**src/rtl/acc_int_accum_if.sv**
```systemverilog
// Valid/ready stream bus for the integer accumulator: operand beats in,
// frame sum and beat count out.
`timescale 1ns/1ps

interface acc_int_accum_if #(
  parameter int BWOP = 32,
  parameter int CNTW = 8
);
  logic            in_valid;
  logic            in_ready;
  logic [BWOP-1:0] in_data;
  logic            in_last;
  logic            out_valid;
  logic            out_ready;
  logic [BWOP-1:0] out_sum;
  logic [CNTW-1:0] out_cnt;

  // Producer of operand beats and consumer of results.
  modport master (
    output in_valid, in_data, in_last, out_ready,
    input  in_ready, out_valid, out_sum, out_cnt
  );

  // The accumulator itself.
  modport slave (
    input  in_valid, in_data, in_last, out_ready,
    output in_ready, out_valid, out_sum, out_cnt
  );
endinterface

```
**src/rtl/acc_int_accum.sv**
```systemverilog
// Streaming integer accumulator. Folds each accepted beat of a frame into a
// running sum using the lower-bit OR (LOA) addition rule, then holds the sum
// and saturating beat count on the output until the consumer takes them.
// NAPX = 0 gives exact modulo-2^BWOP addition.
`timescale 1ns/1ps

module acc_int_accum #(
  parameter int BWOP = 32,
  parameter int NAPX = 0,
  parameter int CNTW = 8
) (
  input  logic           clk,
  input  logic           rst_n,
  input  logic           clr,
  acc_int_accum_if.slave bus
);

  typedef enum logic [1:0] {
    IDLE  = 2'd0,
    ACCUM = 2'd1,
    HOLD  = 2'd2
  } state_t;

  state_t          state;
  state_t          state_next;
  logic [BWOP-1:0] acc;
  logic [BWOP-1:0] acc_next;
  logic [BWOP-1:0] add_a;
  logic [BWOP-1:0] add_sum;
  logic [CNTW-1:0] cnt;
  logic [CNTW-1:0] cnt_next;
  logic [CNTW-1:0] cnt_inc;
  logic            accept;

  // Handshake outputs depend only on the state register, so in_ready has no
  // path from out_ready and the result is stable for the whole HOLD period.
  assign bus.in_ready  = (state != HOLD);
  assign bus.out_valid = (state == HOLD);
  assign bus.out_sum   = acc;
  assign bus.out_cnt   = cnt;

  assign accept = bus.in_valid & bus.in_ready;

  // The first beat of a frame is added to zero rather than to the register,
  // so a frame never depends on what was left behind by the previous one.
  assign add_a = (state == ACCUM) ? acc : '0;

  // Beat counter sticks at all-ones once it saturates.
  assign cnt_inc = (cnt == {CNTW{1'b1}}) ? cnt : cnt + CNTW'(1);

  generate
    if (NAPX == 0) begin : g_exact
      // Exact addition, carry out of the MSB dropped.
      assign add_sum = add_a + bus.in_data;
    end else begin : g_loa
      logic [NAPX-1:0]      low;
      logic                 cin;
      logic [BWOP-NAPX-1:0] high;

      // Low bits are ORed; only the top low-bit AND feeds a carry upward.
      assign low     = add_a[NAPX-1:0] | bus.in_data[NAPX-1:0];
      assign cin     = add_a[NAPX-1] & bus.in_data[NAPX-1];
      assign high    = add_a[BWOP-1:NAPX] + bus.in_data[BWOP-1:NAPX]
                       + (BWOP-NAPX)'(cin);
      assign add_sum = {high, low};
    end
  endgenerate

  // State, running sum and beat count registers.
  always_ff @(posedge clk or negedge rst_n) begin
    if (!rst_n) begin
      state <= IDLE;
      acc   <= '0;
      cnt   <= '0;
    end else begin
      state <= state_next;
      acc   <= acc_next;
      cnt   <= cnt_next;
    end
  end

  // Next-state logic: clear wins over everything, then frame accumulation
  // and the result handshake.
  always_comb begin
    state_next = state;
    acc_next   = acc;
    cnt_next   = cnt;
    if (clr) begin
      state_next = IDLE;
      acc_next   = '0;
      cnt_next   = '0;
    end else begin
      case (state)
        IDLE: begin
          if (accept) begin
            acc_next   = add_sum;
            cnt_next   = CNTW'(1);
            state_next = bus.in_last ? HOLD : ACCUM;
          end
        end
        ACCUM: begin
          if (accept) begin
            acc_next   = add_sum;
            cnt_next   = cnt_inc;
            state_next = bus.in_last ? HOLD : ACCUM;
          end
        end
        HOLD: begin
          if (bus.out_ready) begin
            state_next = IDLE;
            acc_next   = '0;
            cnt_next   = '0;
          end
        end
        default: begin
          state_next = IDLE;
          acc_next   = '0;
          cnt_next   = '0;
        end
      endcase
    end
  end

endmodule

```
**src/flat_wrapper.sv**
```systemverilog
// flat-port wrapper written by rule: the top's interface ports become plain ports
module acc_int_accum_flat 
#(
  parameter int BWOP = 32,
  parameter int NAPX = 0,
  parameter int CNTW = 8
)
  (clk, rst_n, clr, bus_in_valid, bus_in_data, bus_in_last, bus_out_ready, bus_in_ready, bus_out_valid, bus_out_sum, bus_out_cnt);
  acc_int_accum_if #(.BWOP(BWOP), .CNTW(CNTW)) bus_i ();
  input  logic clk;
  input  logic rst_n;
  input  logic clr;
  input wire logic [$bits(bus_i.in_valid)-1:0] bus_in_valid;
  input wire logic [$bits(bus_i.in_data)-1:0] bus_in_data;
  input wire logic [$bits(bus_i.in_last)-1:0] bus_in_last;
  input wire logic [$bits(bus_i.out_ready)-1:0] bus_out_ready;
  output wire logic [$bits(bus_i.in_ready)-1:0] bus_in_ready;
  output wire logic [$bits(bus_i.out_valid)-1:0] bus_out_valid;
  output wire logic [$bits(bus_i.out_sum)-1:0] bus_out_sum;
  output wire logic [$bits(bus_i.out_cnt)-1:0] bus_out_cnt;
  assign bus_i.in_valid = bus_in_valid;
  assign bus_i.in_data = bus_in_data;
  assign bus_i.in_last = bus_in_last;
  assign bus_i.out_ready = bus_out_ready;
  assign bus_in_ready = bus_i.in_ready;
  assign bus_out_valid = bus_i.out_valid;
  assign bus_out_sum = bus_i.out_sum;
  assign bus_out_cnt = bus_i.out_cnt;
  acc_int_accum #(.BWOP(BWOP), .NAPX(NAPX), .CNTW(CNTW)) u_core (.clk(clk), .rst_n(rst_n), .clr(clr), .bus(bus_i));
endmodule
```
**config.mk**
```make
export PLATFORM = sky130hd
export DESIGN_NAME = acc_int_accum_flat
export DESIGN_NICKNAME = d
export VERILOG_FILES = /design/src/rtl/acc_int_accum_if.sv /design/src/rtl/acc_int_accum.sv /design/src/flat_wrapper.sv
export SDC_FILE = /design/constraint.sdc
export NUM_CORES = 1
export LEC_CHECK = 0
export CAP_MARGIN = 20
export CELL_PAD_IN_SITES_DETAIL_PLACEMENT = 0
export CELL_PAD_IN_SITES_GLOBAL_PLACEMENT = 1
export CORE_ASPECT_RATIO = 1.1
export CORE_MARGIN = 1.5
export CORE_UTILIZATION = 38
export CTS_CLUSTER_DIAMETER = 150
export DETAILED_ROUTE_END_ITERATION = 8
export GPL_ROUTABILITY_DRIVEN = 0
export PLACE_DENSITY_LB_ADDON = 0.1
export SYNTH_ARGS = -nofsm -noshare
export SYNTH_HDL_FRONTEND = slang
export SYNTH_SLANG_ARGS = --single-unit
export TNS_END_PERCENT = 10
```
**constraint.sdc**
```tcl
create_clock -name clk -period 4.6 [get_ports clk]
set_input_delay 1.15 -clock clk [delete_from_list [all_inputs] [get_ports clk]]
set_output_delay 1.15 -clock clk [all_outputs]
set_load 0.03 [all_outputs]
```
# == Word level (Yosys, flattened, before mapping) ==
# Index checks and enable logic that the tools add are counted.
# totals
ff_bits,42
input_bits,38
out_inout_bits,42
wordCells,35
# classes
n_reduce_logical,4
add_sub_neg,2
eq_ne,9
n_bitwise,1
mux,16
# op_table
op,count
$mux W32,4
$pmux W32 S2,1
$mux W8,5
$add A32 B32 Y32,1
$pmux W8 S3,1
$add A8 B1 Y8 const B,1
$eq A8 B8 Y1 const B,1
$mux W2,4
$ne A3 B2 Y1 const B,2
$ne A3 B3 Y1 const B,2
$pmux W2 S2,1
$reduce_and A4 Y1,1
$ne A3 B1 Y1 const B,1
$eq A2 B1 Y1 const B,1
$eq A2 B2 Y1 const B,1
$logic_not A2 Y1,1
$ne A2 B2 Y1 const B,1
$reduce_and A2 Y1,1
$reduce_or A2 Y1,1
$and A1 B1 Y1,1

# == Depth between registers and ports, before layout ==
# logic_depth
word_depth,6
mapped_depth,14
depth_no_buf,14

# == Worst setup path before layout ==
# Ideal clock, no wire load.
# synth_path
path_kind,input port to flip-flop
startpoint,input port bus_in_data[14]
endpoint,register u_core.acc[29] (netlist: u_core.bus.out_sum[29])
slack_ps,1168
stages,11
n_path_buf,1
setup_time_ps,121
arrival_time_ps,3312
required_time_ps,4479
cell_sequence,ha_1 > buf_6 > and4_4 > and3_1 > a221o_1 > nand2_1 > o41ai_2 > o41a_1 > a311oi_2 > xnor2_1 > a22o_1
# synth_between
elab_chain_len,4
# synth_rtl
item,line_no,text
"start, declared",flat_wrapper.sv:14,input wire logic [$bits(bus_i.in_data)-1:0] bus_in_data;
$add A32 B32 Y32,acc_int_accum.sv:54,assign add_sum = add_a + bus.in_data;
$mux W32,"acc_int_accum.sv:95, acc_int_accum.sv:102",
$pmux W32 S2,acc_int_accum.sv:93,case (state)
$mux W32,acc_int_accum.sv:88,if (clr) begin
"end signal, assigned",acc_int_accum.sv:77,acc <= acc_next;
"end, declared",acc_int_accum.sv:26,logic [BWOP-1:0] acc;
# Every way passes these cells. The select of a mux whose other input is x is not followed.
# A chain may end at the register's enable or synchronous reset.

# == Final worst setup path ==
# layout_path
startpoint,input port bus_in_data[1]
endpoint,register u_core.acc[29] (netlist: u_core.bus.out_sum[29])
# Same word-level chain as after synthesis.

==> results.txt <==
- Leading cell types by total area after synthesis: dfrtp_1 30%, ha_1 11%, and2_1 5.3%
* Main combinational cell family by area after synthesis: compound AO/OA/AOI/OAI gates
- At the pin with the least slew margin, the transition time is 0.469 ns.
- Tracing the worst setup path back leads to its startpoint at bus_in_data[1].
- Max-cap violations in this run came to 0.
- Drt initial violations: between 70 and 80
- The final max-slew violation count is 0.
* PostCTS Resize Cnt: 0
* Fraction of post-synthesis cell area in the top cell type by area: ~30%
- Summing the areas of all compound-gate instances in the mapped netlist gives between 20% and 30% of the synthesized area.
* Cell type with the highest aggregate area in the netlist: dfrtp_1
- Dividing the synthesized area by the synthesized cell count gives just under 9 µm².
- At the worst endpoint, the required time is between 4 and 5 ns.
- Post-detailed-route wirelength per cell: about 15 µm
* Fraction of synthesized cell area in xor and xnor cells: 6.98%
- On the critical path, the stage with the largest delay is an instance of a2111oi_2.
- Arithmetic-cell share of the synthesized area counting full adders, half adders and majority gates: around an eighth
- The clock passes through at most 2 buffers.
- In this run, CTS created clock tree buffers numbering 5.
* Overall die area: 0.00983 mm²
- Buffers added to address setup during post-CTS repair amount to 0.
* Static leakage: roughly 0.0021 µW
* Grt total ovfl: 0
- Based on the critical path, the design can be clocked at up to 0.257 GHz.
- Synthesized Nets: about 480
* Worst-case headroom to the max-slew limit: ~69%
- IR analysis of the VDD net gives a maximum drop of approximately 0.11 mV.
* Setup repair after global routing missed its margin: false
- Count of warnings emitted by yosys: 0
- Run status: complete, no violations
- Dividing the final minimum period by the clock period gives a little over four fifths.
* Worst hold-check path type: reg -> reg
- In this run the remaining antenna-violating nets after routing total 0.
- Commonest cells post-synth: 42 x dfrtp_1, 40 x nand2_1, 32 x ha_1
- The first detailed-routing pass ran for 4 iterations.
- TritonCTS clock tree: built
- Yosys instantiated no cell more often than dfrtp_1.
- Vert. Die Dim: 104 µm
* Most used flip-flop cell after synthesis: dfrtp_1
* Depth of the worst register-to-register path: 14
- The final route contains 3325 vias.
- Setup violations remaining at the end of the flow were counted as 0.
- Largest clock skew in the final design: 0.00819 ns
- Crit-path cells: clkdlybuf4s50_1, ha_1, a21oi_1, nand4b_1, a2111oi_2, nor2_1, o41ai_2, o41a_1, a311oi_2, xnor2_1, a22o_1
- Antenna violations before repair: 0
- Worst setup path category: in -> reg
- Number of DRC violations after detailed routing: 0
- The root buffer cell chosen for the clock tree is clkbuf_8.
* Starting density of the core: between 30 and 40%
* Delay of the slowest cell on the worst path: between 0.5 and 0.6 ns
* Post-Route Hold Slack: between 0.5 and 0.6 ns
* Fin crit period: 3.89 ns
- Ant. Diodes: 0
- The worst setup path is captured at a flip-flop.
- CP arrival: about 4.1 ns
- Global routing used 20.0% of the available tracks across all layers.
- For this design the top-level I/O count stands at 80.
* Die extent in x: 94.7 µm
- Entering global routing, the biggest net connects 43 pins.
- Crit Path Max Fanout: 4
- The first global-routing pass estimated 16000 µm of wire.
* Reg-to-Reg Start: u_core.state[0]$_DFFE_PN0P_
* # clock sinks: 42
* Ratio of cells with drive above 1 in the final layout: under 10%
* Fin nets: 554
- The worst hold path was traced through 2 stages.
* HPWL after DPL: around 6800 µm
- Number of distinct library cell variants in the gate-level netlist after synthesis: 54
* H-tree depth reported by CTS: 2
- The number of endpoints with negative hold slack in the final report was 0.
- Dividing total power by cell area gives a power density of roughly 240 mW/mm².
* Setup total negative slack: 0 ns
* Number of enable flip-flop cells after synthesis: 0
- The via count of the first global-routing pass came to roughly 3300.
- Fraction of synthesized area in multiplexers: 0.606%
* Post-synthesis sequential area ratio: approximately 30%
* Worst hold path startpoint: u_core.bus.out_sum[6]$_DFFE_PN0P_
* Core outline area: slightly below 0.009 mm²
- Counting flops with an async set or reset pin after synthesis yields a share of 100%.
* Combined area of all synthesized cells: 0.00351 mm²
- Input and output buffers added on the ports amount to between 70 and 80.
- Number of vias per cell: around 5.6
- After synthesis the netlist holds a flip-flop and latch count of 42.
* Total of hold buffers inserted after clock tree synthesis: 0
- Number of inserted filler cells in the final layout: a little under 900
- Startpoint class of the critical path: primary input
* Post-synthesis simple-gate area fraction: a little over a fifth
* Growth of design area from synthesis to finish: 29.4%
- WL final: 9200 µm
- Utilization after layout: between 50% and 60%
- CTS clk-pin slew, worst paths: about 0.090 ns
- Synthesis handed over a netlist of about 400 instances.
- The initialized floorplan defines 36 standard-cell rows.
* Insertion delay of the later-clocked pin in the worst-skew pair: around 0.30 ns
worst paths after layout:
check                      slack (ns)                                  to
hold / removal                   0.51   u_core.bus.out_sum[6]$_DFFE_PN0P_
setup / recovery                 0.71  u_core.bus.out_sum[29]$_DFFE_PN0P_
max in group asynchronous        3.32  u_core.bus.out_sum[30]$_DFFE_PN0P_
hold reg to reg                  0.51   u_core.bus.out_sum[6]$_DFFE_PN0P_
min in group asynchronous        0.77   u_core.bus.out_cnt[2]$_DFFE_PN0P_
setup reg to reg                 0.96  u_core.bus.out_sum[29]$_DFFE_PN0P_
layout by cell type (no fill, tap or decap), types with 4 or more instances in the layout:
cell type and instances:
a31oi_1 10, and2_1 30, nand2_1 40, a22o_1 18, and3_1 6, inv_1 11, a21oi_1 17, o31ai_1 7
a211oi_1 4, clkdlybuf4s50_1 78, nor3_1 8, clkbuf_8 5, o21ai_0 22, o41ai_1 4, buf_4 7, nor2_1 23
a21o_1 16, dfrtp_1 42, xor2_1 12, nor2b_1 6, nand3_1 12, xnor2_1 16, o21a_1 7, nand2b_1 4
ha_1 32
flip-flops by register name, summed over array words and instances (netlist names):
signal	cells
u_core.bus.out_sum	32
u_core.bus.out_cnt	8
u_core.state	2
final cells by class:
type                            instances  area, µm²  area share, %
Timing Repair Buffer                   87        858           18.9
Sequential cell                        42       1050           23.1
Tap cell                              114        143           3.14
Clock inverter                          3       21.3          0.468
Inverter                               11       41.3          0.909
Multi-Input combinational cell        336       2360           51.9
Clock buffer                            5       68.8           1.51
critical path, delay by kind of cell:
kind / cells / cell delay [ns]
fa+ha+maj: 1 / 0.30
compound gates: 6 / 1.67
xor+xnor: 1 / 0.14
simple gates: 2 / 0.39
buf+inv: 1 / 0.45
through the flow:
stage	setup slack, ns	instances	total power [µW]	area [µm²]
floorplan	1.17	405	692	3510
global placement	0.521	589	859	4430
detailed placement	0.388	589	861	4430
CTS	0.701	597	1120	4520
global route	0.457	598	1180	4540
finish	0.708	598	1110	4540
power breakdown:
group | internal (µW) | switching, µW
Clock | 107 | 148
Sequential | 405 | 30.8
Combinational | 187 | 230
layer usage:
layer,routed length (µm),global-route usage [%]
met5,0,0
met4,95,4.05
met3,319,2.64
met2,4370,34.1
met1,4410,26.6
cell families (layout without fill, tap and decap cells):
group           Yosys count  after routing
simple gates            144            144
compound gates          129            129
flops                    42             42
fa+ha+maj                33             33
xor+xnor                 28             28
buf+inv                  27            106
mux                       2              2
No activity file was read; power rests on OpenSTA's default activity.
